### src/rtl/storeq_ctl.sv
`default_nettype none
// ============================================================================
// Module      : storeq_ctl
// Description : Store-queue control. Circular head/tail allocation and
//               in-order reclamation of entries, plus oldest-first
//               (rotate-by-head) arbitration of entry mem-pipe requests.
// Revision    : 1.0 - initial release
// ============================================================================
module storeq_ctl #(
  parameter int NUM_ENTRIES = 8,
  parameter int ID_W        = $clog2(NUM_ENTRIES)
) (
  input  logic                   clk,
  input  logic                   reset,
  input  logic                   alloc_req_mm0,
  output logic                   alloc_gnt_mm0,
  output logic [ID_W-1:0]        alloc_id_mm0,
  output logic [NUM_ENTRIES-1:0] e_alloc_mm0,
  input  logic [NUM_ENTRIES-1:0] e_valid,
  input  logic [NUM_ENTRIES-1:0] e_pipe_req_mm0,
  output logic [NUM_ENTRIES-1:0] e_pipe_gnt_mm0,
  output logic                   stq_pipe_req_mm0,
  output logic [ID_W-1:0]        stq_pipe_id_mm0,
  input  logic                   stq_pipe_gnt_mm0,
  output logic                   full,
  output logic                   empty,
  output logic [ID_W:0]          count
);

  localparam logic [ID_W:0]        FULL_CNT = (ID_W+1)'(NUM_ENTRIES);
  localparam logic [NUM_ENTRIES-1:0] ONE_HOT0 = NUM_ENTRIES'(1);

  // Pointers carry an extra MSB as the wrap bit so full and empty differ.
  logic [ID_W:0]          head_q, head_d;
  logic [ID_W:0]          tail_q, tail_d;
  logic [ID_W-1:0]        head_idx;
  logic [ID_W-1:0]        tail_idx;
  logic                   reclaim;
  logic [NUM_ENTRIES-1:0] req_rot;
  logic [ID_W-1:0]        win_off;
  logic [ID_W-1:0]        win_id;

  assign head_idx = head_q[ID_W-1:0];
  assign tail_idx = tail_q[ID_W-1:0];

  // Occupancy, allocation grant and in-order reclaim; next pointer values.
  always_comb begin
    count         = tail_q - head_q;
    full          = (count == FULL_CNT);
    empty         = (count == '0);
    // Refuse while full even if head reclaims this cycle (no bypass).
    alloc_gnt_mm0 = alloc_req_mm0 & ~full & ~reset;
    alloc_id_mm0  = tail_idx;
    e_alloc_mm0   = alloc_gnt_mm0 ? (ONE_HOT0 << tail_idx) : '0;
    // Only the head can retire; idle entries behind it wait their turn.
    reclaim       = ~empty & ~e_valid[head_idx];
    tail_d        = tail_q + {{ID_W{1'b0}}, alloc_gnt_mm0};
    head_d        = head_q + {{ID_W{1'b0}}, reclaim};
  end

  // Oldest-first arbitration: rotate requests so head sits at bit 0, take
  // the lowest set bit, then rotate the offset back into an entry id.
  always_comb begin
    req_rot = '0;
    win_off = '0;
    for (int i = 0; i < NUM_ENTRIES; i++) begin
      req_rot[i] = e_pipe_req_mm0[head_idx + ID_W'(i)];
    end
    for (int i = NUM_ENTRIES-1; i >= 0; i--) begin
      if (req_rot[i]) win_off = ID_W'(i);
    end
    win_id           = head_idx + win_off;
    stq_pipe_req_mm0 = |e_pipe_req_mm0;
    stq_pipe_id_mm0  = stq_pipe_req_mm0 ? win_id : '0;
    e_pipe_gnt_mm0   = (stq_pipe_gnt_mm0 & stq_pipe_req_mm0) ?
                       (ONE_HOT0 << win_id) : '0;
  end

  // Pointer registers; cleared asynchronously so reset takes effect at once.
  always_ff @(posedge clk or posedge reset) begin
    if (reset) begin
      head_q <= '0;
      tail_q <= '0;
    end else begin
      head_q <= head_d;
      tail_q <= tail_d;
    end
  end

  a_alloc_free_entry: assert property (@(posedge clk) disable iff (reset)
    (e_alloc_mm0 & e_valid) == '0);
  a_gnt_onehot: assert property (@(posedge clk) disable iff (reset)
    $onehot0(e_pipe_gnt_mm0));
  a_count_bound: assert property (@(posedge clk) disable iff (reset)
    count <= FULL_CNT);
  a_req_from_valid: assert property (@(posedge clk) disable iff (reset)
    (e_pipe_req_mm0 & ~e_valid) == '0);

endmodule
`default_nettype wire

### config.mk
export PLATFORM = sky130hd
export DESIGN_NAME = storeq_ctl
export DESIGN_NICKNAME = d
export VERILOG_FILES = /design/src/rtl/storeq_ctl.sv
export SDC_FILE = /design/constraint.sdc
export NUM_CORES = 1
export LEC_CHECK = 0
export BUFFER_PORTS_ARGS = -buffer_cell sky130_fd_sc_hd__buf_2
export CORE_UTILIZATION = 50
export CTS_CLUSTER_DIAMETER = 50
export DETAILED_ROUTE_END_ITERATION = 6
export PLACE_DENSITY = 0.81
export SYNTH_ARGS = -nofsm -noshare
export SYNTH_HDL_FRONTEND = slang
export SYNTH_SLANG_ARGS = --single-unit
### constraint.sdc
create_clock -name clk -period 5.1 [get_ports clk]
set_input_delay 0.765 -clock clk [delete_from_list [all_inputs] [get_ports clk]]
set_output_delay 0.765 -clock clk [all_outputs]
set_load 0.02 [all_outputs]
# Yosys cells after proc, flatten, opt, wreduce, memory -nomap -nowiden
# Cells that the tools add are included.
# Widths: inputs -> output; s select.
[op_classes]
order_cmp = 8
addsub = 11
shift = 2
n_eq_ne = 1
n_mux = 29
reduce_logical = 2
bitwise = 8
[op_table]
columns = ["cell", "n"]
rows = [
  ["$lt 3x4->1 const B", 8],
  ["$bmux 1 s3", 9],
  ["$mux 3", 9],
  ["$mux 8", 2],
  ["$shl 1x3->8 const A", 2],
  ["$add 3x3->3 const B", 4],
  ["$mux 1", 9],
  ["$add 4x1->4", 2],
  ["$reduce_or 8->1", 1],
  ["$add 3x2->3 const B", 2],
  ["$and 1x1->1", 4],
  ["$eq 4x4->1 const B", 1],
  ["$logic_not 4->1", 1],
  ["$not 1->1", 4],
  ["$sub 4x4->4", 1],
  ["$add 3x1->3 const B", 1],
  ["$add 3x3->3", 1],
]
[totals]
register_bits = 8
wordCells = 63
output_inout_bits = 30

# Logic depth before layout (Yosys ltp)
# Gate-level depths: netlist of run 1.
[logic_depth]
word_depth = 14
ltp_mapped = 15
mapped_depth_nobuf = 14

# Least setup slack after synthesis of run 1
# No wires, ideal clock.
[synth_path]
path_type = "input -> output"
start = "input e_pipe_req_mm0[3]"
end = "output e_pipe_gnt_mm0[3]"
arrival_ns = 3.793
n_path_buf = 0
cell_stages = 12
slack_ns = 0.542
required_time_ns = 4.335
cell_sequence = "mux4_1 > mux2i_1 > nand2_1 > a311o_1 > a21oi_1 > ha_1 > inv_1 > fa_1 > a21oi_1 > and3_1 > nand2_1 > mux2i_1"
[synth_between]
elab_chain_cells = 13
[synth_lines]
columns = ["item", "line", "source"]
rows = [
  ["start: declaration", "20", "input logic [NUM_ENTRIES-1:0] e_pipe_req_mm0,"],
  ["$bmux 1 s3", "67", "req_rot[i] = e_pipe_req_mm0[head_idx + ID_W'(i)];"],
  ["$mux 1 (implied by the code)", "67", ""],
  ["$mux 3 (8 in series)", "70", "if (req_rot[i]) win_off = ID_W'(i);"],
  ["$add 3x3->3", "72", "win_id = head_idx + win_off;"],
  ["$shl 1x3->8", "76", "(ONE_HOT0 << win_id) : '0;"],
  ["$mux 8 *", "75", "e_pipe_gnt_mm0 = (stq_pipe_gnt_mm0 & stq_pipe_req_mm0) ?"],
  ["end: declaration", "21", "output logic [NUM_ENTRIES-1:0] e_pipe_gnt_mm0,"],
]
# Mark *: on every way between the ends. The rest lies on a longest branch, timed or not. The select of a mux whose other input is x is not followed.

# Worst setup path after layout of run 1
[layout_path]
start = "register head_q[0]"
end = "output e_pipe_gnt_mm0[3]"
[layout_between]
elab_chain_cells = 14
[layout_lines]
columns = ["item", "line", "source"]
rows = [
  ["start: declaration", "34", "logic [ID_W:0] head_q, head_d;"],
  ["start signal: assignment", "82", "head_q <= '0;"],
  ["start signal: assignment", "85", "head_q <= head_d;"],
  ["$add 3x3->3", "67", ""],
  ["$bmux 1 s3", "67", ""],
  ["$mux 1 (implied by the code)", "67", ""],
  ["$mux 3 (8 in series)", "70", ""],
  ["$add 3x3->3 *", "72", ""],
  ["$shl 1x3->8 *", "76", ""],
  ["$mux 8 *", "75", ""],
]
# Marked as above.

==> results of run 1 <==
-- worst max-delay path, delay by kind of cell, from the launching register on --
| kind | cells | cell delay [ps] |
|---|---|---|
| xor gates and xnor gates | 1 | 430 |
| muxes | 3 | 1200 |
| DFF | 1 | 580 |
| AOI/OAI and AO/OA | 2 | 420 |
| buffers and inverters | 2 | 250 |
| and+or+nand+nor | 2 | 250 |
| adders and majority gates | 2 | 570 |
-- synthesized netlist by cell type, drive strengths merged --
library cell | n | share of area, %
o211ai | 1 | 1.5
dfrtp | 8 | 14
nand3 | 2 | 0.71
xor2 | 6 | 3.7
xnor2 | 4 | 2.5
fa | 2 | 2.8
and4b | 1 | 0.71
nor2 | 12 | 3.2
o21ai | 3 | 1.1
nor2b | 5 | 2.2
or4 | 1 | 0.80
nor4 | 5 | 3.7
and4 | 1 | 0.62
mux4 | 10 | 18
a311o | 1 | 0.71
nand2b | 3 | 1.9
nor3 | 9 | 3.2
mux2i | 13 | 9.3
buf | 6 | 3.5
ha | 11 | 9.8
and3 | 2 | 0.89
o311ai | 2 | 1.2
nand2 | 19 | 5.1
inv | 12 | 3.2
and3b | 1 | 0.62
a21oi | 3 | 1.1
o22a | 1 | 0.62
mux2 | 1 | 0.80
or2b | 1 | 0.53
o211a | 1 | 1.2
and2 | 2 | 0.89
-- area by class of cell --
cell class	count	share of cell area [%]
Timing Repair Buffer	50	15.12
Sequential cell	8	12.05
Multi-Input combinational cell	123	66.54
Inverter	12	2.695
Clock buffer	3	1.347
Tap cell	30	2.246
-- logic make-up after synthesis --
| family | after synthesis | share of synthesized area [%] |
|---|---|---|
| buffers and inverters | 18 | 6.672 |
| AO/OA/AOI/OAI | 12 | 7.473 |
| AND/OR/NAND/NOR | 64 | 25.09 |
| flip-flops | 8 | 14.23 |
| XOR/XNOR | 10 | 6.227 |
| adder cells (fa/ha/maj) | 13 | 12.63 |
| multiplexers | 24 | 27.67 |
-- timing repair --
item,CTS,global route
endpoints found under the setup margin,0,9
gates resized for setup,0,1
hold buffers,0,0
-- flip-flops by register name, indices dropped and copies added (netlist names) --
signal  count
head_q      4
tail_q      4
-- final timing paths --
kind                                  endpoint                start  cells after the start  slack, ps
max                          e_pipe_gnt_mm0[3]  head_q[0]$_DFF_PP0_                     12        380
min                        tail_q[2]$_DFF_PP0_                reset                      2        450
max reg2reg                head_q[2]$_DFF_PP0_  head_q[2]$_DFF_PP0_                      9       2430
min reg2reg                head_q[3]$_DFF_PP0_  head_q[3]$_DFF_PP0_                      1        490
max in group asynchronous  head_q[0]$_DFF_PP0_                reset                      2       4370
min in group clk           head_q[3]$_DFF_PP0_  head_q[3]$_DFF_PP0_                      1        490
-- routing by layer --
| layer | global-route usage [%] | vias to the layer above |
|---|---|---|
| li1 | - | 643 |
| met1 | 30.43 | 654 |
| met2 | 41.37 | 70 |
| met3 | 5.738 | 4 |
| met4 | 6.250 | 0 |
| met5 | 0 | - |
-- per-stage QoR --
step / instance area [um^2] / hold slack, ps / utilization (%)
2_1_floorplan: 1406 / 463.8 / -
3_3_place_gp: 1648 / 481.3 / 64.18
3_5_place_dp: 1648 / 484.8 / 64.18
4_1_cts: 1670 / 458.4 / 65.06
5_1_grt: 1672 / 472.6 / 65.11
6_report: 1672 / 455.0 / 65.11
==> metrics.md, run 1 <==
| Metric | Value |
|---|---|
| Cell variety after synth | `38` |
| Die extent in y | `~55 um` |
| Total GRT Usage | `around a quarter` |
| Grt ovf | `0` |
| Post-Syn Nets | `around 180` |
| Worst Hold Class | `in2async` |
| Initial antenna violation count | `0` |
| Worst Setup End Kind | `output port` |
| Final wirelength | `between 3000 and 4000 um` |
| Num rows | `18` |
| Max-cap viol count | `0` |
| Worst Path Max Fanout | `15` |
| Vias per cell | `between 6 and 7` |
| Clk_skew | `between 3 and 4 ps` |
| Fin crit share | `around 92%` |
| Final setup vio count | `0` |
| Reg clk slew, reported paths | `60 ps` |
| CTS root buffer | `clkbuf_4` |
| Syn_area_per_cell | `around 9.4 um^2` |
| CP Data Arrival Time | `between 3000 and 4000 ps` |
| Run status | `finished clean` |
| DP Worst Slack | `just over 500 ps` |
| Fmax | `around 210 MHz` |
| Num CTS Buffers | `3` |
| Post-DP HPWL | `2743 um` |
| Number of synthesized register bits | `8` |
| Clock Latency Late Sink | `approximately 270 ps` |
| Critical Path Start Type | `flip-flop` |
| CP Cell Sequence | `mux4_1 > mux2i_1 > nand2_1 > a311o_1 > a21oi_1 > ha_1 > inv_1 > fa_1 > xnor2_1 > nand2_1 > mux2i_1 > buf_2` |
| Residual DRC | `0` |
| Area growth, synth to finish | `18.86%` |
| Met3 WL | `roughly 240 um` |
| Max stage delay on crit path | `630 ps` |
| Share of layout cells above drive strength 1 | `between 30% and 40%` |
| Metal2 WL | `around 1700 um` |
| Synthesized area | `around 0.0014 mm^2` |
| IO buf count | `approximately 50` |
| Fill cell count | `~220` |
| Critical path's slowest cell | `mux4_1` |
| Most common cell after layout, fill and taps aside | `buf_2` |
| Buffer count from post-CTS setup fixing | `0` |
| Req. time, crit path | `about 4300 ps` |
| Syn. warnings | `0` |
| Number of antenna diodes | `0` |
| Commonest cells after routing, fill and taps aside | `buf_2 (49), nand2_1 (19), mux2i_1 (13)` |
| Synthesized instance count | `around 150` |
| Top sig layer | `met4` |
| Die ar. | `0.003029 mm^2` |
| Slew margin rel. | `approximately 63%` |
| Sequential Area | `between 200 and 250 um^2` |
| Vias in the first global route | `between 1000 and 1500` |
| Drt wl/cell | `about 15 um` |
| DR vias | `1371` |
| Final Hold Viols | `0` |
| Kind of critical path | `reg2out` |
| Final GP Congestion | `0.8318` |
| Die W | `between 50 and 60 um` |
| Ports | `50` |
| Area of the multi-input gates | `0.001112 mm^2` |
| Max H-tree Level | `1` |
| Largest net degree at the start of global routing | `16` |
| Fin cells | `226` |
| Final #Nets | `approximately 230` |
| Wire length of the first global-routing pass | `about 5300 um` |
| Worst Max-Slew Pin Slew | `552.4 ps` |
| Worst setup margin | `382.6 ps` |
| Minimum clock period after layout | `roughly 4700 ps` |
| Cell count after placement | `~220` |
| Setup_tns | `0 ps` |
| Slew Viols, Final | `0` |
| Initial detailed-routing violation count | `38` |
| CTS tree | `yes` |
| Register area share after synthesis | `between 10% and 20%` |
| Antenna-violating nets left | `0` |
| CTS max path bufs | `2` |
| CORE AREA | `roughly 0.0026 mm^2` |
| Initial core utilization | `between 50% and 60%` |
| TritonRoute pass-1 iters | `4` |
| Met1 wire length | `about 1400 um` |
| RSZ-0062 raised after global routing | `false` |
| # clock sinks | `8` |
Power of run 1 is not shown: default switching activity piles up to over one toggle a cycle in this logic, so the estimate is an artifact.
==> run 2, diff against run 1 <==
--- a/config.mk
+++ b/config.mk
@@ -8,7 +8,9 @@
 export BUFFER_PORTS_ARGS = -buffer_cell sky130_fd_sc_hd__buf_2
 export CORE_UTILIZATION = 50
 export CTS_CLUSTER_DIAMETER = 50
+export CTS_CLUSTER_SIZE = 24
 export DETAILED_ROUTE_END_ITERATION = 6
+export MAX_ROUTING_LAYER = met4
 export PLACE_DENSITY = 0.81
 export SYNTH_ARGS = -nofsm -noshare
 export SYNTH_HDL_FRONTEND = slang
==> run 2 against run 1 <==
Against the previous run:
- non-clock buffer count stayed put
- sequential cell count stayed put
- first-iteration DRC count fell by 13%
- die area stayed put
- critical endpoint unchanged
- global-route usage increased by 0.69 points
- count of clock-buffer cells in the layout stayed put
- utilization unchanged
- clock skew hardly changed
- wire length increased by 0.54%
- worst hold slack hardly changed
- sequential share of layout area did not move
==> metrics.md, run 2 (synthesis results as in run 1) <==
| Metric | Value |
|---|---|
| Run status | `finished clean` |
| Die ar. | `0.003029 mm^2 (unchanged)` |
| Critical Path Start Type | `flip-flop` |
| CP delay by family, top | `multiplexers` |
| Final #Nets | `231 (unchanged)` |
| Num rows | `18 (unchanged)` |
| Num CTS Buffers | `3 (unchanged)` |
| Largest net degree at the start of global routing | `16 (unchanged)` |
| CTS tree | `yes` |
| CTS root buffer | `clkbuf_4` |
| GRT met1 Usage | `30.94% (+0.51 points)` |
| Initial detailed-routing violation count | `33 (-13%)` |
| Total GRT Usage | `24.87% (+0.69 points)` |
| # clock sinks | `8 (unchanged)` |
| Final GP Congestion | `0.8446 (+1.5%)` |
| Final Hold Viols | `0 (unchanged)` |
| Most used routing layer | `met2` |
| Die extent in y | `55.04 um (unchanged)` |
| Minimum clock period after layout | `4707 ps (-10.34 ps)` |
| Commonest cells after routing, fill and taps aside | `buf_2 (49), nand2_1 (19), mux2i_1 (13)` |
| Number of antenna diodes | `0 (unchanged)` |
| Wire length of the first global-routing pass | `5250 um (unchanged)` |
| CTS max path bufs | `2 (unchanged)` |
| Max H-tree Level | `1 (unchanged)` |
| CP Cell Sequence | `mux4_1 > mux2i_1 > nand2_1 > a311o_1 > a21oi_1 > ha_1 > inv_1 > fa_1 > a21oi_1 > and3_1 > nand2_1 > mux2i_1 > buf_2` |
| TritonRoute pass-1 iters | `4 (unchanged)` |
| Ports | `50 (unchanged)` |
| Clock Latency Late Sink | `270 ps (about the same)` |
| Grt ovf | `0 (unchanged)` |
| Initial core utilization | `54.78% (unchanged)` |
| CORE AREA | `0.002567 mm^2 (unchanged)` |
| Die W | `55.04 um (unchanged)` |
| Kind of critical path | `reg2out` |
| Max-cap viol count | `0 (unchanged)` |
| Residual DRC | `0 (unchanged)` |
| Post-DP HPWL | `2743 um (unchanged)` |
| Worst Hold Class | `in2async` |
| Final wirelength | `3321 um (+0.54%)` |
| Antenna-violating nets left | `0 (unchanged)` |
| Drt wl/cell | `14.69 um (+0.54%)` |
| Met2 usage | `41.57% (+0.20 points)` |
| Vias per cell | `6.080 (+0.22%)` |
| Clk_skew | `3.976 ps (+0.1774 ps)` |
| Largest regs | `head_q x4, tail_q x4` |
| Area growth, synth to finish | `18.86% (unchanged)` |
| Setup_tns | `0 ps (unchanged)` |
| Most common cell after layout, fill and taps aside | `buf_2` |
| Max stage delay on crit path | `630 ps (about the same)` |
| CP Data Arrival Time | `3940 ps (about the same)` |
| Critical path's slowest cell | `mux4_1` |
| Grt met3 use | `4.918% (-0.82 points)` |
| Slew Viols, Final | `0 (unchanged)` |
| Slew margin rel. | `63.12% (+0.53 points)` |
| Vias in the first global route | `1229 (-0.41%)` |
| Hold Buf Count CTS | `0 (unchanged)` |
| RSZ-0062 raised after global routing | `false` |
| IO buf count | `49 (unchanged)` |
| Fmax | `212.4 MHz (+0.22%)` |
| DR vias | `1374 (+0.22%)` |
| Worst Setup End Kind | `output port` |
| CP bufs+invs | `2 (unchanged)` |
| Share of layout cells above drive strength 1 | `33.16% (unchanged)` |
| Fin crit share | `92.30% (-0.20 points)` |
| Worst Path Max Fanout | `15 (unchanged)` |
| Initial antenna violation count | `0 (unchanged)` |
| Final setup vio count | `0 (unchanged)` |
| Reg clk slew, reported paths | `60 ps (about the same)` |
| Worst Max-Slew Pin Slew | `544.6 ps (-7.814 ps)` |
| Req. time, crit path | `4340 ps (about the same)` |
-- run 2: cell counts in the layout (fill, tap and decap cells not counted) --
Identical to the previous run, type by type.
-- run 2: metrics by stage --
step | instance area [um^2] | worst slack (ps) | hold slack, ps | util [%] | cells
after floorplan | 1406 | 541.9 | 463.8 | - | 149
after global placement | 1648 | 587.1 | 481.3 | 64.18 | 223
after detailed placement | 1648 | 517.8 | 484.8 | 64.18 | 223
after CTS | 1670 | 229.1 | 458.4 | 65.06 | 226
after global routing | 1672 | 128.3 | 472.6 | 65.11 | 226
final | 1672 | 393.0 | 454.9 | 65.11 | 226
-- run 2: cell type report --
type / instances / area (um^2)
fillers: 216 / 895.9
repair buffers: 50 / 252.7
multi-input cells: 123 / 1112
well taps: 30 / 37.54
flip-flops and latches: 8 / 201.4
clock buffers: 3 / 22.52
inverters: 12 / 45.04
-- run 2: final timing paths --
kind                            depth (start not counted)             endpoint  slack (ps)           startpoint
worst min-delay path                                    2  tail_q[2]$_DFF_PP0_         450                reset
worst max-delay path                                   13    e_pipe_gnt_mm0[3]         390  head_q[0]$_DFF_PP0_
max in group asynchronous                               2  head_q[0]$_DFF_PP0_        4370                reset
worst min register to register                          1  head_q[3]$_DFF_PP0_         490  head_q[3]$_DFF_PP0_
min in group clk                                        1  head_q[3]$_DFF_PP0_         490  head_q[3]$_DFF_PP0_
worst max register to register                          9  head_q[2]$_DFF_PP0_        2400  head_q[2]$_DFF_PP0_
-- run 2: layer usage --
metal / up-vias / routed length (um)
li1: 642 / -
met1: 656 / 1344
met2: 72 / 1698
met3: 4 / 261
met4: 0 / 17
met5: - / 0
-- run 2: what timing repair did --
item / in CTS / in global routing
endpoints found under the setup margin: 0 / 9
setup buffers: 0 / 0
gates resized for setup: 0 / 1
Power of run 2 is left out for the same reason.
==> run 3, diff against run 2 <==
--- a/config.mk
+++ b/config.mk
@@ -6,7 +6,9 @@
 export NUM_CORES = 1
 export LEC_CHECK = 0
 export BUFFER_PORTS_ARGS = -buffer_cell sky130_fd_sc_hd__buf_2
-export CORE_UTILIZATION = 50
+export CELL_PAD_IN_SITES_DETAIL_PLACEMENT = 0
+export CELL_PAD_IN_SITES_GLOBAL_PLACEMENT = 2
+export CORE_UTILIZATION = 29
 export CTS_CLUSTER_DIAMETER = 50
 export CTS_CLUSTER_SIZE = 24
 export DETAILED_ROUTE_END_ITERATION = 6
==> run 3 against run 2 <==
Against the previous run:
- first-iteration DRC count grew 3.0%
- highest routed layer unchanged
- clock skew grew 1.5 ps
- critical path type unchanged
- global-route usage shrank 11 points
- wire length shrank 0.66%
- sequential cell count is the same
- non-clock buffer count grew 1
- critical path depth grew 1
- sequential share of layout area shrank 0.44 points
==> metrics.md, run 3 (synthesis results as in run 1) <==
| Metric | Value |
|---|---|
| Run status | `finished clean` |
| Worst Setup End Kind | `output port` |
| Final #Nets | `232 (+0.43%)` |
| Commonest cells after routing, fill and taps aside | `buf_2 (49), nand2_1 (19), mux2i_1 (13)` |
| Antenna-violating nets left | `0 (unchanged)` |
| CP Cell Sequence | `inv_1 > ha_1 > mux4_2 > or2b_1 > a311o_1 > a21oi_1 > ha_1 > inv_1 > fa_1 > a21oi_1 > and3b_1 > nand2_1 > mux2i_1 > buf_2` |
| Share of layout cells above drive strength 1 | `32.99% (-0.17 points)` |
| Slew margin rel. | `64.44% (+1.3 points)` |
| Final Hold Viols | `0 (unchanged)` |
| Worst Max-Slew Pin Slew | `525.1 ps (-19.52 ps)` |
| CTS tree | `yes` |
| Initial detailed-routing violation count | `34 (+3.0%)` |
| Vias in the first global route | `1219 (-0.81%)` |
| Ports | `50 (unchanged)` |
| Largest regs | `head_q x4, tail_q x4` |
| Final GP Congestion | `0.8264 (-2.2%)` |
| Number of antenna diodes | `0 (unchanged)` |
| Max-cap viol count | `0 (unchanged)` |
| Total GRT Usage | `13.93% (-11 points)` |
| Final setup vio count | `0 (unchanged)` |
| RSZ-0062 raised after global routing | `false` |
| CP Data Arrival Time | `3890 ps (-50 ps)` |
| CORE AREA | `0.004504 mm^2 (+75%)` |
| CTS root buffer | `clkbuf_8` |
| Die ar. | `0.005132 mm^2 (+69%)` |
| Hold Buf Count CTS | `0 (unchanged)` |
| Worst Path Max Fanout | `11 (-4)` |
| Kind of critical path | `reg2out` |
| Die extent in y | `71.64 um (+30%)` |
| Vias per cell | `5.024 (-17%)` |
| Area growth, synth to finish | `22.60%` |
| Max H-tree Level | `1 (unchanged)` |
| # clock sinks | `8 (unchanged)` |
| Max stage delay on crit path | `630 ps (about the same)` |
| Reg clk slew, reported paths | `40 ps (-20 ps)` |
| Initial antenna violation count | `0 (unchanged)` |
| Final wirelength | `3299 um (-0.66%)` |
| TritonRoute pass-1 iters | `4 (unchanged)` |
| Clk_skew | `5.515 ps (+1.539 ps)` |
| Clock Latency Late Sink | `230 ps (-40 ps)` |
| Wire length of the first global-routing pass | `5561 um (+5.9%)` |
| Slew Viols, Final | `0 (unchanged)` |
| Buffer count from post-CTS setup fixing | `0 (unchanged)` |
| Most common cell after layout, fill and taps aside | `buf_2` |
| Critical path's slowest cell | `dfrtp_1` |
| DR vias | `1251 (-9.0%)` |
| Req. time, crit path | `4340 ps (about the same)` |
| Critical Path Start Type | `flip-flop` |
| Fin crit share | `91.33% (-0.96 points)` |
| CTS max path bufs | `2 (unchanged)` |
| Die W | `71.64 um (+30%)` |
| Worst Hold Class | `in2async` |
| Residual DRC | `0 (unchanged)` |
| Largest net degree at the start of global routing | `15 (-1)` |
| Post_cts resized | `0 (unchanged)` |
| Setup_tns | `0 ps (unchanged)` |
| Num CTS Buffers | `3 (unchanged)` |
| Post-DP HPWL | `2777 um (+1.3%)` |
| Fmax | `214.7 MHz (+1.1%)` |
| IO buf count | `49 (unchanged)` |
| Grt ovf | `0 (unchanged)` |
| Initial core utilization | `31.22% (-24 points)` |
| Minimum clock period after layout | `4658 ps (-49.08 ps)` |
| Num rows | `24 (+6)` |
| Drt wl/cell | `13.25 um (-9.8%)` |
==> run 3: through the flow <==
stage / cells / util [%] / hold WS [ps] / area (um^2) / setup slack, ps
6_report: 249 / 38.28 / 479.2 / 1724 / 442.0
5_1_grt: 249 / 38.28 / 511.9 / 1724 / 68.40
4_1_cts: 249 / 38.28 / 488.4 / 1724 / 408.5
3_5_place_dp: 246 / 37.36 / 483.1 / 1683 / 526.4
3_3_place_gp: 246 / 37.36 / 482.7 / 1683 / 664.6
2_1_floorplan: 149 / - / 463.8 / 1406 / 541.9
==> run 3: worst max-delay path, delay by kind of cell (launching register included) <==
| family | cells | cell delay, ps |
|---|---|---|
| adders and majority gates | 3 | 1010 |
| muxes | 2 | 500 |
| and+or+nand+nor | 3 | 530 |
| AOI/OAI and AO/OA | 3 | 680 |
| buffers and inverters | 3 | 330 |
| DFF | 1 | 630 |
==> run 3: final timing paths <==
path / from / to / slack (ps) / cells after the start
min in group clk: head_q[3]$_DFF_PP0_ / head_q[3]$_DFF_PP0_ / 490 / 1
max in group asynchronous: reset / tail_q[0]$_DFF_PP0_ / 4390 / 2
setup reg to reg: head_q[0]$_DFF_PP0_ / tail_q[2]$_DFF_PP0_ / 2270 / 10
setup / recovery: head_q[0]$_DFF_PP0_ / e_pipe_gnt_mm0[2] / 440 / 14
hold reg to reg: head_q[3]$_DFF_PP0_ / head_q[3]$_DFF_PP0_ / 490 / 1
hold / removal: reset / head_q[1]$_DFF_PP0_ / 480 / 2
==> run 3: cell type report <==
cell class / instances / area [um^2]
clock buffers: 3 / 41.29
fillers: 442 / 2780
repair buffers: 51 / 260.3
flip-flops and latches: 8 / 200.2
multi-input cells: 123 / 1112
well taps: 52 / 65.06
inverters: 12 / 45.04
==> run 3: layer usage <==
layer / vias up / wire length (um) / GRT usage (%)
met4: 0 / 49 / 5.664
met1: 582 / 1693 / 19.07
met5: - / 0 / -
met3: 5 / 68 / 1.406
met2: 22 / 1488 / 21.07
li1: 642 / - / -
Power of run 3 is left out for the same reason.
